## src/rtl/axi_tdd_ng_pkg.sv

```systemverilog
// Shared types for the TDD frame counter and its sync scheduler.
package axi_tdd_ng_pkg;

  typedef enum logic [1:0] {
    IDLE    = 2'd0,
    ARMED   = 2'd1,
    WAITING = 2'd2,
    RUNNING = 2'd3
  } state_t;

  typedef enum logic [1:0] {
    S_DISABLED = 2'd0,
    S_READY    = 2'd1,
    S_HOLDOFF  = 2'd2
  } sync_state_t;

  typedef enum logic [1:0] {
    NONE = 2'd0,
    SOFT = 2'd1,
    EXT  = 2'd2,
    INT  = 2'd3
  } sync_src_t;

endpackage

```

## src/rtl/axi_tdd_ng_sync_ctrl_if.sv

```systemverilog
// Control/status bundle between the TDD register map, the frame
// counter and the sync scheduler.
interface axi_tdd_ng_sync_ctrl_if #(
  parameter int unsigned REGISTER_WIDTH = 32,
  parameter int unsigned HOLDOFF_WIDTH  = 16,
  parameter int unsigned MISSED_WIDTH   = 16
) ();
  import axi_tdd_ng_pkg::*;

  logic                      tdd_enable;
  state_t                    tdd_cstate;
  logic                      asy_tdd_sync_int_en;
  logic                      asy_tdd_sync_ext_en;
  logic [REGISTER_WIDTH-1:0] asy_tdd_sync_period;
  logic [HOLDOFF_WIDTH-1:0]  asy_tdd_sync_holdoff;
  logic                      tdd_sync_soft;
  logic                      tdd_sync_missed_clr;
  logic                      tdd_sync;
  sync_src_t                 tdd_sync_src;
  logic [MISSED_WIDTH-1:0]   tdd_sync_missed;

  modport master (
    output tdd_enable, tdd_cstate,
    output asy_tdd_sync_int_en, asy_tdd_sync_ext_en,
    output asy_tdd_sync_period, asy_tdd_sync_holdoff,
    output tdd_sync_soft, tdd_sync_missed_clr,
    input  tdd_sync, tdd_sync_src, tdd_sync_missed
  );

  modport slave (
    input  tdd_enable, tdd_cstate,
    input  asy_tdd_sync_int_en, asy_tdd_sync_ext_en,
    input  asy_tdd_sync_period, asy_tdd_sync_holdoff,
    input  tdd_sync_soft, tdd_sync_missed_clr,
    output tdd_sync, tdd_sync_src, tdd_sync_missed
  );

endinterface

```

## src/rtl/axi_tdd_ng_sync_filter.sv

```systemverilog
// sync_in synchronizer and rising-edge detector; TDD_SYNC_DEGLITCH_EN
// requires DEGLITCH_CYCLES stable-high cycles before an edge counts.
module axi_tdd_ng_sync_filter #(
  parameter int unsigned DEGLITCH_CYCLES = 4
) (
  input  logic clk,
  input  logic resetn,
  input  logic sync_in,
  output logic sync_edge
);

  localparam int unsigned CW = $clog2(DEGLITCH_CYCLES + 1);
`ifdef TDD_SYNC_DEGLITCH_EN
  localparam int unsigned NCYC = DEGLITCH_CYCLES;
`else
  localparam int unsigned NCYC = 1;
`endif
  localparam logic [CW-1:0] FULL = CW'(NCYC);

  logic [1:0]    sync_q, sync_d;
  logic [CW-1:0] hi_cnt_q, hi_cnt_d;
  logic          lvl_q, lvl_d;

  always_comb begin
    sync_d   = {sync_q[0], sync_in};
    hi_cnt_d = '0;
    if (sync_q[1]) begin
      hi_cnt_d = (hi_cnt_q == FULL) ? hi_cnt_q
                                    : hi_cnt_q + CW'(1);
    end
    lvl_d = (hi_cnt_q == FULL);
  end

  assign sync_edge = lvl_d & ~lvl_q;

  always_ff @(posedge clk or negedge resetn) begin
    if (!resetn) begin
      sync_q   <= '0;
      hi_cnt_q <= '0;
      lvl_q    <= 1'b0;
    end else begin
      sync_q   <= sync_d;
      hi_cnt_q <= hi_cnt_d;
      lvl_q    <= lvl_d;
    end
  end

endmodule

```

## src/rtl/axi_tdd_ng_sync_ctrl.sv

```systemverilog
// TDD sync scheduler: merges soft/ext/int requests into one gated pulse.
// Optional deglitch on sync_in via TDD_SYNC_DEGLITCH_EN.
module axi_tdd_ng_sync_ctrl
  import axi_tdd_ng_pkg::*;
#(
  parameter int unsigned REGISTER_WIDTH  = 32,
  parameter int unsigned HOLDOFF_WIDTH   = 16,
  parameter int unsigned MISSED_WIDTH    = 16,
  parameter int unsigned DEGLITCH_CYCLES = 4
) (
  input  logic                    clk,
  input  logic                    resetn,
  input  logic                    sync_in,
  axi_tdd_ng_sync_ctrl_if.slave   bus
);

  sync_state_t               state_q, state_d;
  logic                      tdd_sync_q, tdd_sync_d;
  sync_src_t                 src_q, src_d;
  logic [MISSED_WIDTH-1:0]   missed_q, missed_d;
  logic [HOLDOFF_WIDTH-1:0]  hold_q, hold_d;
  logic [REGISTER_WIDTH-1:0] int_cnt_q, int_cnt_d;
  logic                      int_en_q;

  logic ext_edge, ext_req, int_req, soft_req;
  logic req, fire, miss, load, en;

  axi_tdd_ng_sync_filter #(
    .DEGLITCH_CYCLES (DEGLITCH_CYCLES)
  ) u_filter (
    .clk       (clk),
    .resetn    (resetn),
    .sync_in   (sync_in),
    .sync_edge (ext_edge)
  );

  assign en       = bus.tdd_enable;
  assign soft_req = bus.tdd_sync_soft;
  assign ext_req  = ext_edge & bus.asy_tdd_sync_ext_en;
  assign load     = (state_q == S_DISABLED) |
                    (bus.asy_tdd_sync_int_en & ~int_en_q);
  assign int_req  = bus.asy_tdd_sync_int_en &
                    (|bus.asy_tdd_sync_period) &
                    (int_cnt_q == '0) & ~load;
  assign req      = soft_req | ext_req | int_req;

  // The cycle right after a pulse never fires, even with zero holdoff.
  assign fire = en & (state_q == S_READY) & req &
                (bus.tdd_cstate == ARMED) & ~tdd_sync_q;
  assign miss = en & (state_q != S_DISABLED) & req & ~fire;

  always_comb begin
    int_cnt_d = int_cnt_q - REGISTER_WIDTH'(1);
    if (!en) begin
      int_cnt_d = '0;
    end else if (load || int_cnt_q == '0) begin
      int_cnt_d = bus.asy_tdd_sync_period - REGISTER_WIDTH'(1);
    end
  end

  always_comb begin
    state_d    = state_q;
    tdd_sync_d = 1'b0;
    src_d      = src_q;
    hold_d     = hold_q;
    unique case (state_q)
      S_DISABLED: begin
        if (en) state_d = S_READY;
      end
      S_READY: begin
        if (fire) begin
          tdd_sync_d = 1'b1;
          hold_d     = bus.asy_tdd_sync_holdoff;
          if (soft_req)     src_d = SOFT;
          else if (ext_req) src_d = EXT;
          else              src_d = INT;
          if (|bus.asy_tdd_sync_holdoff) state_d = S_HOLDOFF;
        end
      end
      S_HOLDOFF: begin
        if (!tdd_sync_q) begin
          if (hold_q <= HOLDOFF_WIDTH'(1)) state_d = S_READY;
          else hold_d = hold_q - HOLDOFF_WIDTH'(1);
        end
      end
      default: state_d = S_DISABLED;
    endcase
    if (!en) begin
      state_d    = S_DISABLED;
      tdd_sync_d = 1'b0;
      hold_d     = '0;
    end
  end

  always_comb begin
    missed_d = missed_q;
    if (bus.tdd_sync_missed_clr) begin
      missed_d = '0;
    end else if (miss && !(&missed_q)) begin
      missed_d = missed_q + MISSED_WIDTH'(1);
    end
  end

  always_ff @(posedge clk or negedge resetn) begin
    if (!resetn) begin
      state_q    <= S_DISABLED;
      tdd_sync_q <= 1'b0;
      src_q      <= NONE;
      missed_q   <= '0;
      hold_q     <= '0;
      int_cnt_q  <= '0;
      int_en_q   <= 1'b0;
    end else begin
      state_q    <= state_d;
      tdd_sync_q <= tdd_sync_d;
      src_q      <= src_d;
      missed_q   <= missed_d;
      hold_q     <= hold_d;
      int_cnt_q  <= int_cnt_d;
      int_en_q   <= bus.asy_tdd_sync_int_en;
    end
  end

  assign bus.tdd_sync        = tdd_sync_q;
  assign bus.tdd_sync_src    = src_q;
  assign bus.tdd_sync_missed = missed_q;

endmodule
```

## src/flat_wrapper.sv

```systemverilog
// flat-port wrapper written by rule: the top's interface ports become plain ports
module axi_tdd_ng_sync_ctrl_flat import axi_tdd_ng_pkg::*;
#(
  parameter int unsigned REGISTER_WIDTH  = 32,
  parameter int unsigned HOLDOFF_WIDTH   = 16,
  parameter int unsigned MISSED_WIDTH    = 16,
  parameter int unsigned DEGLITCH_CYCLES = 4
)
  (clk, resetn, sync_in, bus_tdd_enable, bus_tdd_cstate, bus_asy_tdd_sync_int_en, bus_asy_tdd_sync_ext_en, bus_asy_tdd_sync_period, bus_asy_tdd_sync_holdoff, bus_tdd_sync_soft, bus_tdd_sync_missed_clr, bus_tdd_sync, bus_tdd_sync_src, bus_tdd_sync_missed);
  axi_tdd_ng_sync_ctrl_if #(.REGISTER_WIDTH(REGISTER_WIDTH), .HOLDOFF_WIDTH(HOLDOFF_WIDTH), .MISSED_WIDTH(MISSED_WIDTH)) bus_i ();
  input  logic clk;
  input  logic resetn;
  input  logic sync_in;
  input wire logic [$bits(bus_i.tdd_enable)-1:0] bus_tdd_enable;
  input wire logic [$bits(bus_i.tdd_cstate)-1:0] bus_tdd_cstate;
  input wire logic [$bits(bus_i.asy_tdd_sync_int_en)-1:0] bus_asy_tdd_sync_int_en;
  input wire logic [$bits(bus_i.asy_tdd_sync_ext_en)-1:0] bus_asy_tdd_sync_ext_en;
  input wire logic [$bits(bus_i.asy_tdd_sync_period)-1:0] bus_asy_tdd_sync_period;
  input wire logic [$bits(bus_i.asy_tdd_sync_holdoff)-1:0] bus_asy_tdd_sync_holdoff;
  input wire logic [$bits(bus_i.tdd_sync_soft)-1:0] bus_tdd_sync_soft;
  input wire logic [$bits(bus_i.tdd_sync_missed_clr)-1:0] bus_tdd_sync_missed_clr;
  output wire logic [$bits(bus_i.tdd_sync)-1:0] bus_tdd_sync;
  output wire logic [$bits(bus_i.tdd_sync_src)-1:0] bus_tdd_sync_src;
  output wire logic [$bits(bus_i.tdd_sync_missed)-1:0] bus_tdd_sync_missed;
  assign bus_i.tdd_enable = bus_tdd_enable;
  assign bus_i.tdd_cstate = bus_tdd_cstate;
  assign bus_i.asy_tdd_sync_int_en = bus_asy_tdd_sync_int_en;
  assign bus_i.asy_tdd_sync_ext_en = bus_asy_tdd_sync_ext_en;
  assign bus_i.asy_tdd_sync_period = bus_asy_tdd_sync_period;
  assign bus_i.asy_tdd_sync_holdoff = bus_asy_tdd_sync_holdoff;
  assign bus_i.tdd_sync_soft = bus_tdd_sync_soft;
  assign bus_i.tdd_sync_missed_clr = bus_tdd_sync_missed_clr;
  assign bus_tdd_sync = bus_i.tdd_sync;
  assign bus_tdd_sync_src = bus_i.tdd_sync_src;
  assign bus_tdd_sync_missed = bus_i.tdd_sync_missed;
  axi_tdd_ng_sync_ctrl #(.REGISTER_WIDTH(REGISTER_WIDTH), .HOLDOFF_WIDTH(HOLDOFF_WIDTH), .MISSED_WIDTH(MISSED_WIDTH), .DEGLITCH_CYCLES(DEGLITCH_CYCLES)) u_core (.clk(clk), .resetn(resetn), .sync_in(sync_in), .bus(bus_i));
endmodule
```

## config.mk

```make
export PLATFORM = sky130hd
export DESIGN_NAME = axi_tdd_ng_sync_ctrl_flat
export DESIGN_NICKNAME = d
export VERILOG_FILES = /design/src/rtl/axi_tdd_ng_pkg.sv /design/src/rtl/axi_tdd_ng_sync_ctrl_if.sv /design/src/rtl/axi_tdd_ng_sync_filter.sv /design/src/rtl/axi_tdd_ng_sync_ctrl.sv /design/src/flat_wrapper.sv
export SDC_FILE = /design/constraint.sdc
export NUM_CORES = 1
export LEC_CHECK = 0
export BUFFER_PORTS_ARGS = -buffer_cell sky130_fd_sc_hd__buf_2
export CAP_MARGIN = 20
export CORE_MARGIN = 2
export CORE_UTILIZATION = 45
export DETAILED_ROUTE_END_ITERATION = 16
export MAX_ROUTING_LAYER = met4
export PLACE_DENSITY = 0.77
export SKIP_CTS_REPAIR_TIMING = 1
export SLEW_MARGIN = 20
export SYNTH_ARGS = -nofsm -noshare
export SYNTH_HDL_FRONTEND = slang
export SYNTH_SLANG_ARGS = --single-unit
```

## constraint.sdc

```tcl
create_clock -name clk -period 3.8 [get_ports clk]
set_input_delay 0.19 -clock clk [delete_from_list [all_inputs] [get_ports clk]]
set_output_delay 0.19 -clock clk [all_outputs]
set_load 0.01 [all_outputs]
```

Yosys cells after proc, flatten, opt, wreduce, memory -nomap -nowiden --
Index checks and enable logic that the tools add are counted.
Word-level totals: register bits 76, bits of input ports 58, logic and storage cells 83
Operators by class: add/subtract/negate cells 5, $lt $le $gt $ge 1, equal/unequal tests 11, muxes and demuxes 22, bitwise logic cells 21, reduce and logical (&&, ||, !) cells 13
Operators by type and width (count):
- 16-bit two-way mux | 6
- 32-bit two-way mux | 2
- 32-bit by 1-bit subtractor with 32-bit output, second input constant | 2
- 32-bit logical NOT | 1
- 16-bit one-hot mux with 2 select lines | 1
- 32-bit OR reduction | 1
- 16-bit by 1-bit adder with 16-bit output, second input constant | 1
- 16-bit by 1-bit <= comparator with 1-bit output, second input constant | 1
- 16-bit AND reduction | 1
- 16-bit OR reduction | 1
- 16-bit by 1-bit subtractor with 16-bit output, second input constant | 1
- 1-bit bitwise AND | 13
- 2-bit two-way mux | 6
- 3-bit inequality test, second input constant | 3
- 4-bit AND reduction | 2
- 3-bit two-way mux | 2
- 3-bit by 2-bit inequality test with 1-bit output, second input constant | 2
- 2-bit one-hot mux with 3 select lines | 1
- 1-bit inverter | 5
- 2-bit by 1-bit == test with 1-bit output, second input constant | 2
- 1-bit two-way mux | 4
- 2-bit nonzero test | 2
- 3-bit by 1-bit adder with 3-bit output, second input constant | 1
- 3-bit by 1-bit == test with 1-bit output, second input constant | 1
- 9 further kinds | 11

Longest topological paths before layout --
Gate-level depths: netlist of the first run.
depth in word-level cells 14, gate-level depth with buffers 17, depth with buffers taken out 12

Modules after synthesis --
From an unflattened synthesis of the first run, not the netlist that was laid out.
Second synthesis, totals: cells, all modules 564, area total of the unflattened synthesis 4963.5 um^2
By module, submodules not included:
- axi_tdd_ng_sync_ctrl | instances 1, cells each 543, area an instance 4703.3 um^2, sequential area each 1751.7 um^2
- axi_tdd_ng_sync_filter | instances 1, cells each 21, area an instance 260.2 um^2, sequential area each 150.1 um^2

Least setup slack after synthesis of the first run --
No wires, ideal clock.
kind register to register, start point register u_core.int_cnt_q[11], end point register u_core.int_cnt_q[20], library setup time 0.136 ns, arrival 3.921 ns, slack -0.257 ns, cell stages (with the launch flop) 17, period minus slack after synthesis 4.057 ns, path through dfrtp_1 > nor4_2 > and4b_1 > a31o_2 > buf_4 > buf_2 > buf_4 > mux2i_1 > ha_1 > or4b_2 > nor2_1 > and4_1 > a211oi_1 > or2_2 > buf_2 > nor4_1 > nor3_1
Between the ends: cells in the longest elaborated chain, start to end 4, elaborated cells between the ends (all ways) 5
Ends and longest elaborated chain:
- from (decl) | line axi_tdd_ng_sync_ctrl.sv:22 | logic [REGISTER_WIDTH-1:0] int_cnt_q, int_cnt_d;
- from (signal assigned) | line axi_tdd_ng_sync_ctrl.sv:119 | int_cnt_q <= int_cnt_d;
- parallel branches: the longest is 2 deep, another holds 32-bit by 1-bit subtractor with 32-bit output
- 32-bit two-way mux * | line axi_tdd_ng_sync_ctrl.sv:56 | end else if (load || int_cnt_q == '0) begin
- 32-bit two-way mux * | line axi_tdd_ng_sync_ctrl.sv:54 | if (!en) begin
- named net u_core.int_cnt_d[20] | line axi_tdd_ng_sync_ctrl.sv:22
Mark *: on every way through the listed nets, which the timed path passes. A chain may end at the register's enable or synchronous reset.

Worst setup path in the final report of the first run --
start point register u_core.int_cnt_q[8], end point register u_core.int_cnt_q[20]
Same word-level chain as after synthesis.

==> results.py, run 1 <==
metrics = {
    "global_routing": {
        "grt_pass1_vias": 4739,
        "grt_max_degree": 77,
        "grt.total_usage_pct": 24.68,
        "grt_overflow_total": 0,
        "antenna_found_initial": 0,
        "grt_pass1_wl_um": 22560,
    },
    "job": {
        "drv_cap": 0,
    },
    "floorplan": {
        "dieWidth_um": 109.5,
        "start_util_pct": 46.17,
        "die-area_mm2": 0.01198,
        "io_pins": 77,
        "core_area_mm2": 0.01084,
        "die_h_um": 109.5,
        "row_count": 38,
    },
    "power_and_ir_drop": {
        "pwr-share-seq_pct": 43.4,
        "power.density_mw_per_mm2": 359.9,
        "p_switching_uw": 688.2,
        "p_clk_share_pct": 33.1,
        "sw_frac_of_total_pct": 32.22,
        "combPwrFrac_pct": 23.5,
        "p_leak_nw": 2.616,
        "vdd_drop_max_uv": 389.9,
        "power_mw": 2.136,
        "cell_internal_pwr_mw": 1.448,
    },
    "clocking": {
        "clk-insertion-delay-late_ns": 0.38,
        "numCtsBuffers": 9,
        "clk_pin_slew_ns": 0.08,
        "htree_levels": 3,
        "numClockSinks": 76,
        "root_buffer": "clkbuf_8",
        "clockBufferDepth": 2,
        "cts_tree": "built",
    },
    "route": {
        "final_antenna_net_count": 0,
        "drt_pre_antenna_iters": 5,
        "drtIter0Drc": 329,
        "wl_per_cell_um": 17.12,
        "routed_wirelength_um": 13850,
        "route.vias.total": 4940,
        "viasPerCell": 6.106,
        "drc": 0,
    },
    "logic_synthesis": {
        "synth_top_flop_cell": "dfrtp_1",
        "postSynthAreaPerCell_um2": 8.555,
        "synth-simple-area-share_pct": 27.70,
        "synth_commonest_cells": "dfrtp_1, nor2_1, a21oi_1, nand2_1, nor3_1",
        "synth-edff-count": 0,
        "synth_seq_area_share_pct": 38.00,
        "synthXorXnorAreaFrac_pct": 4.375,
        "ys_async_sr_fraction_pct": 100.0,
        "synth_mux_area_share_pct": 6.350,
        "synth_compound_area_share_pct": 18.30,
        "synth_top_area_share_pct": 38.00,
        "ys_seq_elements": 76,
        "synth_top_area_cell": "dfrtp_1",
        "yosysMostFrequentCell": "dfrtp_1",
        "synth_fp_nets": 649,
        "yosysUniqueCellTypes": 60,
        "synth.area.top_cells": "dfrtp_1, mux2i_1, a21oi_1, nor2_1, nor3_1",
        "synthCells": 585,
        "synth_top_family_by_area": "simple AND/OR/NAND/NOR gates",
        "ys_warn_count": 0,
        "syn_area_mm2": 0.005005,
        "synth-adder-area-share_pct": 1.500,
    },
    "worst_hold_path": {
        "hold_depth": 2,
        "hp-class": "input pin to flip-flop",
        "min_to": "u_core.bus.tdd_sync_src[1]$_DFFE_PN0N_",
        "hold_start": "bus_tdd_sync_soft",
    },
    "setup_path": {
        "arrival_ns": 3.84,
        "timing.rr.start": "u_core.int_cnt_q[8]$_DFF_PN0_",
        "required_ns": 4.03,
        "timing.rr.end": "u_core.int_cnt_q[20]$_DFF_PN0_",
        "cp-start-kind": "flip-flop",
        "crit_type": "flip-flop to flip-flop",
        "crit_fanout": 7,
        "r2r_cells": 13,
        "reg2reg_slack_ns": 0.19,
        "cp-end-kind": "flip-flop",
    },
    "timing": {
        "slew_headroom_pct": 26.51,
        "period_minus_slack_ns": 3.613,
        "rsz0062_at_grt": "no",
        "drv_slew": 0,
        "fin_crit_sh_pct": 95.07,
        "hold_viol_final": 0,
        "setup-tns-final_ns": 0,
        "skew_ns": 0.009208,
        "worst_pin_slew_ns": 1.102,
        "fmax_mhz": 276.8,
        "finalSetupViolCount": 0,
    },
    "placement": {
        "gp_congestion": 0.9821,
        "dpl.hpwl_um": 9807,
        "port_buffers": 76,
    },
    "outcome": {
        "status": "complete, no violations",
    },
    "layout": {
        "area_growth_pct": 18.57,
        "diodes": 0,
        "multiInputGateArea_mm2": 0.003013,
        "fillers": 1012,
        "layout-drive-gt1-share_pct": 21.67,
        "nets": 728,
        "seq_area_mm2": 0.001903,
    },
}
[worst max-delay path: stages (launching register included)]
cell	delay (ns)
dfrtp_1	0.44
nor4_4	0.35
and4b_2	0.29
a31o_4	0.19
mux2i_1	0.23
ha_2	0.24
or4b_4	0.46
nor2_1	0.09
and4_1	0.21
a211oi_2	0.10
buf_4	0.23
or2_2	0.33
nor4_1	0.20
nor3_1	0.08
[power by group through the flow]
| stage | clock [mW] | combinational (mW) | sequential [mW] |
|---|---|---|---|
| after detailed placement | 0 | 0.482 | 0.935 |
| final | 0.707 | 0.501 | 0.928 |
| after global routing | 0.755 | 0.553 | 0.936 |
| after floorplan | 0 | 0.319 | 0.928 |
| after CTS | 0.723 | 0.486 | 0.920 |
| after global placement | 0 | 0.463 | 0.929 |
[sequential cells by signal, summed over array words and instances, names as in the netlist]
register,flops
u_core.int_cnt_q,32
u_core.bus.tdd_sync_src,2
u_core.u_filter.lvl_q,1
u_core.hold_q,16
u_core.state_q,2
u_core.u_filter.sync_q,2
u_core.bus.tdd_sync,1
u_core.int_en_q,1
u_core.bus.tdd_sync_missed,16
u_core.u_filter.hi_cnt_q,3
[cell usage in the layout (no fill, tap or decap), types with 11 or more instances in the layout]
cell,instances
buf_2,75
dfrtp_1,75
nor2_1,59
nand2_1,49
a21oi_1,49
nor3_1,35
o21ai_0,24
mux2i_1,24
buf_4,21
nor4_1,20
or3_1,17
xor2_1,14
nand3_1,13
inv_1,12
xnor2_1,11
[metal layers]
layer	part of all wire (%)	GRT usage [%]
met5	0	-
met4	1.9	9.042
met1	43	31.35
met3	6.5	5.453
met2	49	38.76
[final cells by class]
type                    instances  share of cell area (%)
inverters                      12                  0.7590
repair buffers                100                   9.677
clock inverters                 7                   1.687
multi-input cells             465                   50.77
well taps                     140                   2.952
clock buffers                   9                   2.087
flip-flops and latches         76                   32.07
[logic make-up after synthesis]
group,count (synthesis)
XOR/XNOR,25
adder cells (fa/ha/maj),6
AO/OA/AOI/OAI,141
multiplexers,31
flip-flops,76
buffers and inverters,44
AND/OR/NAND/NOR,262
[stage by stage]
step	hold slack [ns]	instance area [µm²]	setup WS [ns]	util, %	cells
global placement	0.3015	5607	0.2506	51.72	790
floorplan	-0.1056	5045	0.02406	-	585
CTS	-0.1100	5831	0.02477	53.79	806
finish	0.03414	5934	0.1873	54.74	809
detailed placement	0.3056	5607	0.05058	51.72	790
global route	0.03601	5934	0.002566	54.74	809
[worst max path at each step]
stage,start,to,slack [ns],cells after the start
5_1_grt,u_core.int_cnt_q[8]$_DFF_PN0_,u_core.int_cnt_q[18]$_DFF_PN0_,0.003,13
3_3_place_gp,u_core.int_cnt_q[27]$_DFF_PN0_,u_core.int_cnt_q[24]$_DFF_PN0_,0.25,13
6_report,u_core.int_cnt_q[8]$_DFF_PN0_,u_core.int_cnt_q[20]$_DFF_PN0_,0.19,13
3_5_place_dp,u_core.int_cnt_q[11]$_DFF_PN0_,u_core.int_cnt_q[14]$_DFF_PN0_,0.05,13
4_1_cts,u_core.int_cnt_q[27]$_DFF_PN0_,u_core.int_cnt_q[14]$_DFF_PN0_,0.02,13
2_1_floorplan,u_core.int_cnt_q[21]$_DFF_PN0_,u_core.int_cnt_q[26]$_DFF_PN0_,0.02,16
Power figures use the tool's default switching activity.
==> run 2: changes to the inputs <==
Settings changed: SYNTH_HIERARCHICAL set to 1.
==> run 2 against run 1 <==
Total power fell by 3.2%. Hold slack got worse by 0.0027 ns. Sequential share of layout area rose by 0.89 points. Largest power group unchanged. Synthesized area fell by 0.83%. Setup slack improved by 0.025 ns. Sequential power barely moved. Non-clock buffer count fell by 6. Global-route usage fell by 0.95 points. Die area fell by 0.79%.
==> results.py, run 2 <==
metrics = {
    "logic_synthesis": {
        "syn_area_mm2": 0.004964,
        "ys_warn_count": 6,
        "synth.area.top_cells": "dfrtp_1, nor2_1, mux2i_1, a21oi_1, nor3_1",
        "synth-edff-count": 0,
        "synth_seq_area_share_pct": 38.32,
        "ys_async_sr_fraction_pct": 100.0,
        "yosysMostFrequentCell": "dfrtp_1",
        "synth_fp_nets": 628,
        "synth_commonest_cells": "dfrtp_1, nor2_1, a21oi_1, nand2_1, nor3_1",
        "synthCells": 564,
        "synth_top_area_cell": "dfrtp_1",
        "ys_seq_elements": 76,
        "synth_top_area_share_pct": 38.32,
        "postSynthAreaPerCell_um2": 8.801,
        "yosysUniqueCellTypes": 65,
        "synth_top_flop_cell": "dfrtp_1",
    },
    "timing": {
        "fmax_mhz": 278.8,
        "fin_crit_sh_pct": 94.40,
        "finalSetupViolCount": 0,
        "rsz0062_at_grt": "no",
        "skew_ns": 0.01444,
        "hold_viol_final": 0,
        "fin_hold_ws_ns": 0.03148,
        "period_minus_slack_ns": 3.587,
        "setup-tns-final_ns": 0,
        "drv_slew": 0,
        "worst_pin_slew_ns": 1.081,
        "slew_headroom_pct": 27.87,
    },
    "route": {
        "final_antenna_net_count": 0,
        "drc": 0,
        "wl_per_cell_um": 16.65,
        "viasPerCell": 6.004,
        "route.vias.total": 4719,
        "drtIter0Drc": 285,
        "routed_wirelength_um": 13090,
        "drt_pre_antenna_iters": 5,
    },
    "floorplan": {
        "die-area_mm2": 0.01189,
        "dieWidth_um": 109.0,
        "row_count": 38,
        "die_h_um": 109.0,
        "core_area_mm2": 0.01079,
        "start_util_pct": 45.99,
        "io_pins": 77,
    },
    "global_routing": {
        "grt_overflow_total": 0,
        "grt_pass1_vias": 4524,
        "grt.total_usage_pct": 23.72,
        "antenna_found_initial": 0,
        "grt_pass1_wl_um": 21610,
        "grt_max_degree": 77,
    },
    "layout": {
        "final_common_cell": "dfrtp_1",
        "seq_area_mm2": 0.001902,
        "final_cell_mix": "dfrtp_1, buf_2, nor2_1",
        "largest_register_ffs": 32,
        "top_register": "u_core/int_cnt_q",
        "multiInputGateArea_mm2": 0.002910,
        "fillers": 978,
        "area_growth_pct": 16.26,
        "layout-drive-gt1-share_pct": 19.04,
        "diodes": 0,
        "nets": 707,
    },
    "outcome": {
        "status": "complete, no violations",
    },
    "setup_path": {
        "reg2reg_slack_ns": 0.21,
        "cp-start-kind": "flip-flop",
        "timing.rr.start": "u_core/int_cnt_q[19]$_DFF_PN0_",
        "arrival_ns": 3.82,
        "required_ns": 4.04,
        "timing.rr.end": "u_core/int_cnt_q[22]$_DFF_PN0_",
        "cp-end-kind": "flip-flop",
        "crit_type": "flip-flop to flip-flop",
        "r2r_cells": 12,
        "crit_fanout": 7,
    },
    "clocking": {
        "htree_levels": 3,
        "clockBufferDepth": 2,
        "numClockSinks": 76,
        "numCtsBuffers": 9,
        "root_buffer": "clkbuf_8",
        "cts_tree": "built",
        "clk_pin_slew_ns": 0.07,
        "clk-insertion-delay-late_ns": 0.37,
    },
    "worst_hold_path": {
        "hold_depth": 2,
        "hp-class": "input pin to flip-flop",
        "min_to": "u_core/bus.tdd_sync_src[1]$_DFFE_PN0N_",
        "hold_start": "bus_tdd_sync_soft",
    },
    "placement": {
        "gp_congestion": 0.8938,
        "port_buffers": 76,
        "dpl.hpwl_um": 9058,
    },
    "job": {
        "drv_cap": 0,
    },
    "power_and_ir_drop": {
        "vdd_drop_max_uv": 168.8,
        "p_leak_nw": 2.542,
        "power.density_mw_per_mm2": 358.1,
    },
}
==> run 2: metal layers <==
layer  global-route usage (%)  vias up  part of all wire [%]
met5                        -        -                     0
met4                    9.982        0                   2.1
met3                    4.782       26                   7.0
met2                    35.80      195                    47
met1                    31.12     2256                    44
li1                         -     2242                     -
==> run 2: worst max-delay path: stages, from the launching register on <==
cell      delay (ns)
dfrtp_1         0.41
or4_1           0.65
nor4b_4         0.31
a31o_2          0.26
mux2i_1         0.24
ha_2            0.28
nand4b_1        0.22
nor3_1          0.24
mux2i_2         0.20
buf_4           0.22
nor3_1          0.18
xnor2_1         0.15
o22ai_1         0.10
==> run 2: per-stage QoR <==
step	total power, mW	instance area [µm²]	cells	util, %	setup WS [ns]
after floorplan	1.274	4971	564	-	0.007065
after global placement	1.422	5499	766	50.95	0.2749
after detailed placement	1.440	5499	766	50.95	0.1518
after CTS	2.067	5688	780	52.70	0.09885
after global routing	2.179	5771	786	53.47	0.01273
final	2.066	5771	786	53.47	0.2127
==> run 2: area by class of cell <==
class / count / share of cell area, %
clock inverters: 4 / 0.8890
flip-flops and latches: 76 / 32.96
repair buffers: 94 / 9.454
multi-input cells: 449 / 50.43
well taps: 140 / 3.036
inverters: 13 / 0.8456
clock buffers: 10 / 2.385
==> run 2: worst max-delay path by stage <==
stage / start / endpoint / slack [ns] / depth (start not counted)
global route: u_core/int_cnt_q[19]$_DFF_PN0_ / u_core/int_cnt_q[20]$_DFF_PN0_ / 0.01 / 12
floorplan: u_core/int_cnt_q[23]$_DFF_PN0_ / u_core/int_cnt_q[26]$_DFF_PN0_ / 0.007 / 15
CTS: u_core/int_cnt_q[23]$_DFF_PN0_ / u_core/int_cnt_q[22]$_DFF_PN0_ / 0.1 / 12
finish: u_core/int_cnt_q[19]$_DFF_PN0_ / u_core/int_cnt_q[22]$_DFF_PN0_ / 0.21 / 12
global placement: u_core/int_cnt_q[23]$_DFF_PN0_ / u_core/int_cnt_q[24]$_DFF_PN0_ / 0.27 / 12
detailed placement: u_core/int_cnt_q[19]$_DFF_PN0_ / u_core/int_cnt_q[24]$_DFF_PN0_ / 0.15 / 12
==> run 2: cell families after synthesis <==
family / Yosys count / share of synthesized area (%)
buffers and inverters: 39 / 3.302
multiplexers: 33 / 7.008
adder cells (fa/ha/maj): 6 / 1.512
AO/OA/AOI/OAI: 113 / 15.10
XOR/XNOR: 38 / 6.705
flip-flops: 76 / 38.32
AND/OR/NAND/NOR: 259 / 28.06
==> run 2: report_power, final <==
group / total, mW / leakage, nW / internal (mW) / switching (mW)
Combinational: 0.513 / 1.44 / 0.216 / 0.297
Sequential: 0.930 / 1.01 / 0.872 / 0.0585
Clock: 0.624 / 0.0942 / 0.314 / 0.310
